**src/rtl/quad_pixel_fetch_unit.sv**
```systemverilog
// quad_pixel_fetch_unit
// Responder side of the 2x2 neighbourhood fetch handshake for the bilinear
// datapath. One request is turned into two (or, when the left and right
// neighbours sit in different words, four) word reads from the dual-port
// 4-pixel-per-word input memory. The four pixels and the fractions are held
// until the requester signals consumption.
module quad_pixel_fetch_unit #(
    parameter int ADDR_W     = 10,
    parameter int IMG_WIDTH  = 64,
    parameter int IMG_HEIGHT = 64
) (
    input  logic              clk,
    input  logic              rst_n,
    input  logic              req_valid,
    input  logic [15:0]       req_xi_base,
    input  logic [15:0]       req_yi_base,
    input  logic [7:0]        req_fx_q,
    input  logic [7:0]        req_fy_q,
    output logic              req_ready,
    output logic              data_valid,
    output logic [7:0]        pixel_tl,
    output logic [7:0]        pixel_tr,
    output logic [7:0]        pixel_bl,
    output logic [7:0]        pixel_br,
    output logic [7:0]        frac_x,
    output logic [7:0]        frac_y,
    input  logic              data_consumed,
    output logic [ADDR_W-1:0] mem_raddr0,
    input  logic [31:0]       mem_rdata0,
    output logic [ADDR_W-1:0] mem_raddr1,
    input  logic [31:0]       mem_rdata1,
    output logic [31:0]       rd_word_count
);

    // Linear pixel index only matters modulo 2^(ADDR_W+2): the word address
    // wraps at 2^ADDR_W and the two low index bits select the byte.
    localparam int IDX_W = ADDR_W + 2;

    // Word stride between row y and row y+1.
    localparam logic [ADDR_W-1:0] ROW_WORDS = ADDR_W'(IMG_WIDTH / 4);

    // Largest legal left/top neighbour coordinate.
    localparam logic [15:0] X_MAX = 16'(IMG_WIDTH - 2);
    localparam logic [15:0] Y_MAX = 16'(IMG_HEIGHT - 2);

    typedef enum logic [2:0] {
        IDLE  = 3'd0,
        WAIT0 = 3'd1,
        CAP0  = 3'd2,
        WAIT1 = 3'd3,
        CAP1  = 3'd4,
        VALID = 3'd5
    } state_t;

    state_t state;
    state_t state_next;

    logic              accept;
    logic [15:0]       x_clamped;
    logic [15:0]       y_clamped;
    logic [ADDR_W-1:0] addr_row0;
    logic [1:0]        x_off;
    logic              straddle;

    // Saturate a coordinate so the 2x2 window never leaves the image.
    function automatic logic [15:0] clamp_coord(input logic [15:0] v,
                                                input logic [15:0] lim);
        return (v > lim) ? lim : v;
    endfunction

    // Word address of pixel (x, y): (y*IMG_WIDTH + x) >> 2, wrapped.
    function automatic logic [ADDR_W-1:0] word_addr(input logic [15:0] x,
                                                    input logic [15:0] y);
        logic [IDX_W-1:0] idx;
        idx = IDX_W'(y) * IDX_W'(IMG_WIDTH) + IDX_W'(x);
        return ADDR_W'(idx >> 2);
    endfunction

    // Pixel k of a 4-pixel word lives in bits [8k+7:8k].
    function automatic logic [7:0] byte_sel(input logic [31:0] w,
                                            input logic [1:0]  k);
        return w[{k, 3'b000} +: 8];
    endfunction

    assign accept    = (state == IDLE) && req_valid;
    assign req_ready = (state == IDLE);
    assign x_clamped = clamp_coord(req_xi_base, X_MAX);
    assign y_clamped = clamp_coord(req_yi_base, Y_MAX);
    assign addr_row0 = word_addr(x_clamped, y_clamped);
    assign straddle  = (x_off == 2'd3);

    // State register.
    always_ff @(posedge clk or negedge rst_n) begin
        if (!rst_n) begin
            state <= IDLE;
        end else begin
            state <= state_next;
        end
    end

    // Next-state decode: one read round normally, two when x+1 is in the next word.
    always_comb begin
        state_next = state;
        case (state)
            IDLE:    if (req_valid) state_next = WAIT0;
            WAIT0:   state_next = CAP0;
            CAP0:    state_next = straddle ? WAIT1 : VALID;
            WAIT1:   state_next = CAP1;
            CAP1:    state_next = VALID;
            VALID:   if (data_consumed) state_next = IDLE;
            default: state_next = IDLE;
        endcase
    end

    // Result-valid flag tracks entry to and exit from VALID on the same edge.
    always_ff @(posedge clk or negedge rst_n) begin
        if (!rst_n) begin
            data_valid <= 1'b0;
        end else begin
            data_valid <= (state_next == VALID);
        end
    end

    // Request latch: byte offset of the left neighbour and the fractions.
    always_ff @(posedge clk or negedge rst_n) begin
        if (!rst_n) begin
            x_off  <= 2'd0;
            frac_x <= 8'd0;
            frac_y <= 8'd0;
        end else if (accept) begin
            x_off  <= x_clamped[1:0];
            frac_x <= req_fx_q;
            frac_y <= req_fy_q;
        end
    end

    // Read addresses: loaded on accept, stepped to the next word on a straddle,
    // otherwise held (including while idle).
    always_ff @(posedge clk or negedge rst_n) begin
        if (!rst_n) begin
            mem_raddr0 <= '0;
            mem_raddr1 <= '0;
        end else if (accept) begin
            mem_raddr0 <= addr_row0;
            mem_raddr1 <= addr_row0 + ROW_WORDS;
        end else if (state == CAP0 && straddle) begin
            mem_raddr0 <= mem_raddr0 + ADDR_W'(1);
            mem_raddr1 <= mem_raddr1 + ADDR_W'(1);
        end
    end

    // Pixel capture: left column in CAP0, right column in CAP0 or CAP1.
    always_ff @(posedge clk or negedge rst_n) begin
        if (!rst_n) begin
            pixel_tl <= 8'd0;
            pixel_tr <= 8'd0;
            pixel_bl <= 8'd0;
            pixel_br <= 8'd0;
        end else if (state == CAP0) begin
            pixel_tl <= byte_sel(mem_rdata0, x_off);
            pixel_bl <= byte_sel(mem_rdata1, x_off);
            if (!straddle) begin
                pixel_tr <= byte_sel(mem_rdata0, x_off + 2'd1);
                pixel_br <= byte_sel(mem_rdata1, x_off + 2'd1);
            end
        end else if (state == CAP1) begin
            pixel_tr <= byte_sel(mem_rdata0, 2'd0);
            pixel_br <= byte_sel(mem_rdata1, 2'd0);
        end
    end

    // Read counter: each capture cycle consumes one word from each port.
    always_ff @(posedge clk or negedge rst_n) begin
        if (!rst_n) begin
            rd_word_count <= 32'd0;
        end else if (state == CAP0 || state == CAP1) begin
            rd_word_count <= rd_word_count + 32'd2;
        end
    end

endmodule

```
**config.mk**
```make
export PLATFORM = sky130hd
export DESIGN_NAME = quad_pixel_fetch_unit
export DESIGN_NICKNAME = d
export VERILOG_FILES = /design/src/rtl/quad_pixel_fetch_unit.sv
export SDC_FILE = /design/constraint.sdc
export NUM_CORES = 1
export LEC_CHECK = 0
export CAP_MARGIN = 20
export CORE_ASPECT_RATIO = 1.25
export CORE_MARGIN = 2
export CORE_UTILIZATION = 45
export DETAILED_ROUTE_END_ITERATION = 8
export DONT_BUFFER_PORTS = 1
export GPL_TIMING_DRIVEN = 1
export HOLD_SLACK_MARGIN = 0.1
export PLACE_DENSITY_LB_ADDON = 0.15
export SKIP_LAST_GASP = 1
export SLEW_MARGIN = 10
export SYNTH_ARGS = -nofsm -noshare
export SYNTH_HDL_FRONTEND = slang
export SYNTH_SLANG_ARGS = --single-unit
```
**constraint.sdc**
```tcl
create_clock -name clk -period 2.5 [get_ports clk]
set_input_delay 0 -clock clk [delete_from_list [all_inputs] [get_ports clk]]
set_output_delay 0 -clock clk [all_outputs]
set_load 0.05 [all_outputs]
```
==> Word level (Yosys, flattened, before mapping) <==
Cells that the tools add are included.
{ "word_totals": {"register_bits": 106, "input_bits": 116, "output_inout_bits": 102, "word_cells": 55} }
{ "op_classes": {"n_addsub": 6, "n_lt_le_gt_ge": 2, "eq_ne": 8, "n_shift": 4, "muxes": 16, "n_reduce_logical": 7} }
{ "op_table": {"columns": ["operator", "n"], "rows": [
  ["32-bit by 6-bit indexed part select with 8-bit output", 4],
  ["8-bit 2-to-1 mux", 6],
  ["10-bit 2-to-1 mux", 4],
  ["32-bit by 2-bit adder with 32-bit output, second input constant", 1],
  ["16-bit by 6-bit > comparator with 1-bit output, second input constant", 2],
  ["10-bit by 1-bit adder with 10-bit output, second input constant", 2],
  ["3-bit case mux with 6 select lines", 1],
  ["12-bit adder", 1],
  ["12-bit 2-to-1 mux", 1],
  ["10-bit by 5-bit adder with 10-bit output, second input constant", 1],
  ["3-bit equality test, second input constant", 3],
  ["3-bit 2-to-1 mux", 3],
  ["3-bit by 2-bit equality test with 1-bit output, second input constant", 2],
  ["6-bit 2-to-1 mux", 1],
  ["2-bit nonzero test", 2],
  ["3-bit by 1-bit equality test with 1-bit output, second input constant", 1],
  ["3-bit logical NOT", 1],
  ["2-bit by 1-bit adder with 2-bit output, second input constant", 1],
  ["2-bit equality test, second input constant", 1],
  ["1-bit logical AND", 2],
  ["2-bit inequality test, second input constant", 1],
  ["2-bit AND reduction", 1],
  ["1-bit logical OR", 1]
]} }

==> Logic depth before layout (Yosys ltp) <==
Gate-level depths: netlist of run 1.
{ "logic_depth": {"word_depth": 5, "mapped_depth": 11} }

==> Worst setup path before layout of run 1 <==
OpenSTA, ideal clock, no wires.
{ "synth_path": {"path_type": "reg-to-reg", "startpoint": "register state[1]", "endpoint": "register mem_raddr0[0]", "setup_ns": 0.131, "t_arrival_ns": 2.168, "slack_ns": 0.202, "path_stages_with_launch": 8, "n_path_buf": 1, "synth_period_minus_slack_ns": 2.298, "path_cell_list": "dfrtp_1 buf_4 nor3_2 nand2_1 a31oi_1 nand4_1 o21ai_0 mux2i_1"} }
{ "synth_between": {"elab_chain_cells": 3, "word_cells_on_any_way": 6} }
{ "synth_rtl": {"columns": ["element", "line", "text"], "rows": [
  ["start: declaration", "55", "state_t state;"],
  ["start signal: assignment", "97", "state <= state_next;"],
  ["3-bit logical NOT *", null, null],
  ["via req_ready", "19", "output logic req_ready,"],
  ["1-bit logical AND *", "85", "assign accept = (state == IDLE) && req_valid;"],
  ["10-bit 2-to-1 mux or 2-bit nonzero test (tied branches)", null, null],
  ["end signal: assignment", "144", "mem_raddr0 <= addr_row0;"],
  ["end signal: assignment", "147", "mem_raddr0 <= mem_raddr0 + ADDR_W'(1);"],
  ["end: declaration", "28", "output logic [ADDR_W-1:0] mem_raddr0,"]
]} }
The timed path passes the listed nets; every way through them passes the cells marked *.
A chain may end at the register's enable or synchronous reset.

==> Final worst setup path of run 1 <==
{ "layout_path": {"startpoint": "register x_off[0]", "endpoint": "register pixel_tl[6]"} }
{ "layout_between": {"elab_chain_cells": 1} }
{ "layout_rtl": {"columns": ["element", "line", "text"], "rows": [
  ["start: declaration", "62", "logic [1:0] x_off;"],
  ["start signal: assignment", "131", "x_off <= x_clamped[1:0];"],
  ["32-bit by 6-bit indexed part select with 8-bit output", "82", "return w[{k, 3'b000} +: 8];"],
  ["end signal: assignment", "160", "pixel_tl <= byte_sel(mem_rdata0, x_off);"],
  ["end: declaration", "21", "output logic [7:0] pixel_tl,"]
]} }
Every way passes these cells.

==> metrics list, run 1 <==
* Outcome: finished, final reports clean
- Final Hold Viols: 0
- Summed over its instances, the top area cell type makes up between 40 and 50% of the synthesized netlist area.
* Worst voltage drop across the vdd grid: slightly below 0.0006 V
* Distinct cells, synth: between 50 and 60
- The design draws 7810 uW.
- Critical path launch point type: register
* Ratio of cells with drive above 1 in the final layout: 16.31%
- Post-placement cell count: ~750
* Number of detailed-route iterations in the first pass: 4
- Vias: 4938
- The number of global-route vias before repair is around 5000.
- On the final layout, the worst hold slack is a little over 0.1 ns.
* Final worst clock skew: 0.008240 ns
- The number of max-slew violations in the final report is 0.
- Registers are responsible for a little under three fifths of the overall power.
- After synthesis, the cell types taking the most area are sky130_fd_sc_hd__dfrtp_1 (46%), sky130_fd_sc_hd__nand2_1 (6.7%), sky130_fd_sc_hd__mux4_2 (6.3%), sky130_fd_sc_hd__xnor2_1 (5.2%), sky130_fd_sc_hd__mux2_2 (3.7%).
- The first routing iteration left around 230 violations.
- Counting the fill cells in the layout gives around 1100.
- TritonCTS built the clock tree.
- RSZ-0062 raised after global routing: no
* Max-cap violation count: 0
- 0 antenna diodes ended up in the layout.
- After floorplanning, the core was divided into 46 placement rows.
- Setup violations remaining at the end of the flow were counted as 0.
* Worst path buffer plus inverter count: 2
- The largest single stage delay on the critical path is 0.60 ns.
- At the worst endpoint, the arrival time is ~2.6 ns.
- sky130_fd_sc_hd__dfrtp_1 is the most common cell in the netlist.
- Of the total power, the share spent switching nets is 50.89%.
* Cell with the largest stage delay on the worst path: sky130_fd_sc_hd__dlygate4sd3_1
- The detail route stage leaves a number of antenna-violating nets equal to 0.
- Critical register-to-register path startpoint: x_off[0]
- After clock tree synthesis, the clock-pin slew on the worst setup and hold paths is 0.07 ns.
- The tightest min-delay check is of the input port to register type.
- At the end of routability-driven placement, the weighted congestion stood at between 0.8 and 0.9.
- Post-synthesis average cell area: 10.15 sq um
* CTS H-Tree Depth: 3
* Core Area: between 10000 and 15000 sq um
- Met2 Wirelength: 8691 um
- Post-layout instance count excluding filler cells: ~860
- For this design the ratio of total power to cell area is 1049 nW/um^2.
- In this run the most critical hold path is launched from req_xi_base[14].
- Internal power summed over all cells: about 3800 uW
- # nets final: ~820
- Fmax achieved: 423.5 MHz
* Post-synthesis instance area: between 5000 and 6000 sq um
- The critical path starts at x_off[0].
- The synthesized design contains 105 register bits.
- After detailed routing, the average wire length per cell comes to 19.38 um.
- Clock Latency Late Sink: 0.35 ns
- The multi-input combinational cells in the finished layout cover a total of ~3000 sq um.
* Setup TNS: 0 ns
- Cell count after synthesis: 565
- From synthesis to final layout, the design area changed by 29.85%.
* Post-synth top flop: sky130_fd_sc_hd__dfrtp_1
* Number of primary I/O pins: ~220
- Async set-or-reset flop fraction in the synthesized netlist: 100.0%
- Height of the die: around 130 um
- Die outline width: 105.0 um
- Using the TritonRoute via totals, the vias-per-cell ratio works out to around 5.7.
* Number of setup buffers added after CTS: 0
- Buffers placed on the I/O ports in this run total 0.
- Area occupied by registers: ~2600 sq um
- Biggest area consumer among synthesized cells: sky130_fd_sc_hd__dfrtp_1
- Most numerous cell types in the synthesized netlist: sky130_fd_sc_hd__dfrtp_1 (105), sky130_fd_sc_hd__nand2_1 (103), sky130_fd_sc_hd__xnor2_1 (34)
* Floorplan die area: 13670 sq um
* DRC: 0
- Number of sinks on the clock net: ~110
- Clock share of power: between 10% and 20%
- Period Utilization, post-route: 94.45%
* Slew of the pin with the lowest slew margin: ~0.6 ns
- Part of the Yosys area used for sequential elements: a little under half
- Summed over all cells, the static leakage comes to between 0.003 and 0.004 uW.
- The Yosys step of the flow raised 0 warnings.
- Tightest slew margin relative to the limit: between 60% and 70%
- Per report_power, the combinational group accounts for a little over a quarter of the total.
* HPWL after detailed placement: approximately 11000 um
- The signal on the critical path passes through buf_6 > mux4_2 > dlygate4sd3_1 > mux2_2.
- For this design the total switching power over the nets is between 3000 and 4000 uW.
- The critical path in this run is classified as register to register.
- On the critical path the largest part of the delay comes from buffers and inverters.
- The number of antenna violations at the first check in global routing is 0.
- Total length of routed wires: between 15000 and 20000 um
- Sum of overflow across all layers after global routing: 0
- Global-route wire length before repair: roughly 26000 um
- Required time of the critical path: ~2.7 ns
- CP max FO: just under 50
* Amount of wire on met3 after detailed routing: approximately 1400 um
* Max clock buf depth: 2
- Entering global routing, the biggest net connects 106 pins.
- Global-route total usage across every layer: about a quarter
- Highest signal layer in the routed design: met4
* Routed metal-1 wirelength: 6128 um
* Number of flops mapped to enable cells by yosys: 0
- Initial Utilization: 45.70%
- The cell sitting at the root of the clock tree is a sky130_fd_sc_hd__clkbuf_16.
- Type of destination of the critical path: register
* Tmin final: around 2.4 ns
- Counting the buffers created by CTS gives 9.
-- what timing repair did --
| item | 4_1_cts | 5_1_grt |
|---|---|---|
| endpoints found under the hold margin | 167 | 0 |
| gates resized for setup | 0 | 4 |
| endpoints found under the setup margin | 0 | 10 |
| hold buffers | 91 | 0 |
-- sequential cells by signal, summed over array words and instances (netlist names) --
register,cells
rd_word_count,31
mem_raddr0,10
mem_raddr1,10
frac_x,8
frac_y,8
pixel_bl,8
pixel_br,8
pixel_tl,8
pixel_tr,8
state,3
x_off,2
data_valid,1
-- cell type report --
cell class                      instances  share of cell area [%]
Tap cell                              168                   2.823
Multi-Input combinational cell        415                   39.25
Timing Repair Buffer                  138                   17.88
Clock inverter                          5                  0.5209
Clock buffer                           11                   3.260
Inverter                               19                  0.9578
Sequential cell                       105                   35.30
-- layout by cell type (no fill, tap or decap), drive strengths merged, types with 5 or more instances in the layout --
master	netlist	layout
mux4	16	16
buf	12	47
a31oi	17	17
and3	14	14
mux2	19	19
a21oi	8	8
nor2	20	20
and4	6	6
dfrtp	105	105
nor3	5	5
o22ai	17	17
ha	10	10
nand2	103	103
o21ai	32	32
dlygate4sd3	0	90
inv	19	21
nand4	18	18
clkbuf	20	12
nand3	10	10
a211oi	16	16
xnor2	34	34
xor2	15	15
conb	1	7
nor2b	15	15
-- kinds of logic (layout without fill, tap and decap cells) --
logic type / Yosys count / in the layout / share of synthesized area (%)
adders and majority gates: 11 / 11 / 2.531
DFF: 105 / 105 / 45.82
other: 1 / 7 / 0.06540
AOI/OAI and AO/OA: 100 / 100 / 10.93
and+or+nand+nor: 209 / 209 / 18.50
xor gates and xnor gates: 49 / 49 / 7.615
buffers and inverters: 51 / 173 / 3.818
muxes: 39 / 39 / 10.71
-- worst register-to-register path: stages (launching register included) --
cell and delay, ns:
sky130_fd_sc_hd__dfrtp_2 0.40, sky130_fd_sc_hd__buf_6 0.38, sky130_fd_sc_hd__mux4_2 0.61, sky130_fd_sc_hd__dlygate4sd3_1 0.60
sky130_fd_sc_hd__mux2_2 0.27
-- routing by layer --
layer | up-vias | track usage, %
met5 | - | 0
met4 | 0 | 10.04
met3 | 39 | 7.193
met2 | 227 | 42.67
met1 | 2435 | 25.77
li1 | 2237 | -
-- worst paths after layout --
kind                            cells after the start  slack, ns                end
worst max register to register                      4       0.14        pixel_tl[6]
worst min register to register                      2       0.56  rd_word_count[19]
worst max-delay path                                4       0.14        pixel_tl[6]
max in group asynchronous                           2       1.83           x_off[0]
worst min-delay path                                3       0.10           x_off[0]
min in group asynchronous                           2       0.24  rd_word_count[31]
-- power groups by stage --
stage	clock network [uW]	logic, uW	registers (uW)
3_5_place_dp	0	1850	4380
2_1_floorplan	0	1190	4460
6_report	1360	2100	4350
3_3_place_gp	0	1790	4370
5_1_grt	1470	2290	4420
4_1_cts	1390	2090	4350
-- metrics by stage --
step / setup slack (ns) / utilization (%) / cell area, sq um
finish: 0.1388 / 59.34 / 7446
global placement: 0.3283 / 49.34 / 6191
global route: 0.06150 / 59.34 / 7446
detailed placement: 0.2830 / 49.34 / 6191
CTS: 0.05224 / 58.98 / 7401
floorplan: 0.2016 / - / 5757
Power figures use the tool's default switching activity.
==> run 2: changes to the inputs <==
REMOVE_ABC_BUFFERS = 1   (was unset)
==> metrics list, run 2 (synthesis gave the netlist of run 1 again) <==
* Data arrival time of the critical path: around 2.5 ns
* Vias: between 4000 and 5000
- Registers with the most flip-flops: rd_word_count (31), mem_raddr0 (10), mem_raddr1 (10)
- The tool flagged a number of max-cap violations equal to 0.
* Global placement routability congestion: 0.8358
- Summed over all nets, the half-perimeter wirelength after detailed placement is ~10000 um.
- Floorplan die area: 13670 sq um
- After detailed routing, the total wire length is approximately 15000 um.
* Fraction of power spent switching nets: roughly half
- Entering global routing, the biggest net connects 106 pins.
- STA classifies the critical path endpoint as a register.
- The initialized floorplan defines 46 standard-cell rows.
- Avg Vias per Cell: around 5.6
* Slew of the pin with the lowest slew margin: slightly below 0.6 ns
- Number of setup buffers added after CTS: 0
- Setup violations remaining at the end of the flow were counted as 0.
- TritonCTS created 9 clock buffers.
- CTS H-Tree Depth: 3
* Critical register-to-register path startpoint: x_off[0]
- Leaving out fill and tap cells, the most frequent cell in the layout is sky130_fd_sc_hd__dfrtp_1.
* Global-route total usage across every layer: between 20% and 30%
- Setup repair after global routing left no endpoint under its margin.
- In this run, the number of DRC markers left after iteration 0 of detailed routing was ~220.
- The analysis attributes to net switching a power of 3880 uW.
* Proportion of power drawn by flip-flops and latches: 54.4%
- Overall power: between 7000 and 8000 uW
- Core Area: between 10000 and 15000 sq um
- The number of global-route vias before repair is slightly below 5000.
- CTS root buf: sky130_fd_sc_hd__clkbuf_16
* Top register by number of flip-flops: rd_word_count
* Area Growth Syn to Fin: 28.56%
- Type of the worst setup path: register to register
* Final worst clock skew: 0.007562 ns
- Number of flip-flops in the largest register: 31
- Combinational cells account for between 20% and 30% of the total power.
- The clock network is responsible for between 20% and 30% of the overall power.
* CTS tree: built
* Outcome: finished, final reports clean
- Tightest slew margin relative to the limit: about three fifths
- Total leakage power: roughly 0.0032 uW
- Number of sinks on the clock net: about 110
- In this run the horizontal extent of the chip is 105.0 um.
- Tmin final: 2.297 ns
- Number of detailed-route iterations in the first pass: 4
* Pre-CTS worst setup slack: around 0.28 ns
- Max-slew violations: 0
* Post-placement cell count: roughly 750
* I/O Buffers: 0
* Post-layout instance count excluding filler cells: roughly 850
- The endpoint identified for the worst register-to-register timing path is pixel_tl[2].
* Required time of the critical path: ~2.7 ns
* Worst reg-to-reg setup slack: 0.20 ns
* Ratio of cells with drive above 1 in the final layout: approximately 16%
- The path class of the tightest hold or removal check is input port to register.
* Fmax achieved: ~440 MHz
- Worst voltage drop across the vdd grid: 0.0006066 V
* Critical path capture point: pixel_tl[2]
- After detailed routing, the average wire length per cell comes to between 15 and 20 um.
- Summed over all layers, the global routing overflow is 0.
- Initial Utilization: between 40% and 50%
- For this run, design rule violations remaining after detail routing come to 0.
* Final Hold Viols: 0
- Register clock-pin slew on the reported worst setup and hold paths: roughly 0.070 ns
- STA classifies the critical path startpoint as a register.
* CP max FO: about 50
- # nets final: roughly 810
* Height of the die: 130.2 um
* Global-route wire length before repair: approximately 24000 um
* Max clock buf depth: 2
- Cells fill roughly three fifths of the core in the end.
- Tightest hold margin: 0.1054 ns
- Highest-count cells in the layout ignoring fill and taps: sky130_fd_sc_hd__dfrtp_1 (104), sky130_fd_sc_hd__nand2_1 (103), sky130_fd_sc_hd__dlygate4sd3_1 (83)
* PnR worst setup slack: about 0.20 ns
* Internal power summed over all cells: roughly 4000 uW
- For this design the ratio of total power to cell area is around 1100 nW/um^2.
- Number of primary I/O pins: 218
- The later pin in the worst-skew pair is clocked with a latency of between 0.3 and 0.4 ns.
* Worst R2R Path Depth: 4
- In this run the remaining antenna-violating nets after routing total 0.
* Critical path launch point: x_off[0]
- Antenna violations before repair: 1
* Period Utilization, post-route: slightly above 90%
## run 2: worst max-delay path, stage by stage, from the launching register on
cell and delay, ns:
sky130_fd_sc_hd__dfrtp_2 0.37, sky130_fd_sc_hd__buf_6 0.38, sky130_fd_sc_hd__mux4_2 0.57, sky130_fd_sc_hd__dlygate4sd3_1 0.58, sky130_fd_sc_hd__mux2_2 0.26
## run 2: power by group through the flow
stage	sequential, uW	clock [uW]	combinational [uW]
CTS	4300	1630	2020
detailed placement	4340	0	1850
global placement	4320	0	1800
global route	4370	1700	2220
floorplan	4510	0	1070
finish	4310	1590	2010
## run 2: worst min-delay path by stage
| stage | from | to | slack, ns | cells past startpoint |
|---|---|---|---|---|
| 6_report | mem_rdata1[24] | pixel_br[0] | 0.11 | 4 |
| 5_1_grt | mem_rdata1[24] | pixel_br[0] | 0.15 | 4 |
| 4_1_cts | mem_rdata1[24] | pixel_br[0] | 0.10 | 4 |
| 3_5_place_dp | rst_n | rd_word_count[31] | -0.29 | 0 |
| 3_3_place_gp | rst_n | rd_word_count[29] | -0.29 | 0 |
| 2_1_floorplan | rst_n | data_valid | -0.30 | 0 |
## run 2: area by class of cell
class	count	area, sq um
Clock buffer	11	232.7
Inverter	19	71.32
Antenna cell	1	2.502
Tap cell	168	210.2
Sequential cell	105	2629
Clock inverter	5	103.9
Timing Repair Buffer	129	1212
Fill cell	1061	5175
Multi-Input combinational cell	415	2910
## run 2: repair_timing
item | 4_1_cts | 5_1_grt
endpoints found under the setup margin | 0 | 8
hold buffers | 84 | 0
gates resized for setup | 0 | 1
endpoints found under the hold margin | 167 | 0
## run 2: metal layers
metal	up-vias	part of all wire (%)	GRT usage, %
met2	198	53	40.18
met4	0	1.8	8.078
met3	24	7.9	6.943
li1	2218	-	-
met5	-	0	0
met1	2341	37	24.99
## run 2: stage by stage
stage	setup TNS, ns	area (sq um)
6_report	0	7372
5_1_grt	0	7372
4_1_cts	0	7366
3_5_place_dp	0	6171
3_3_place_gp	0	6171
2_1_floorplan	-20.19	5609
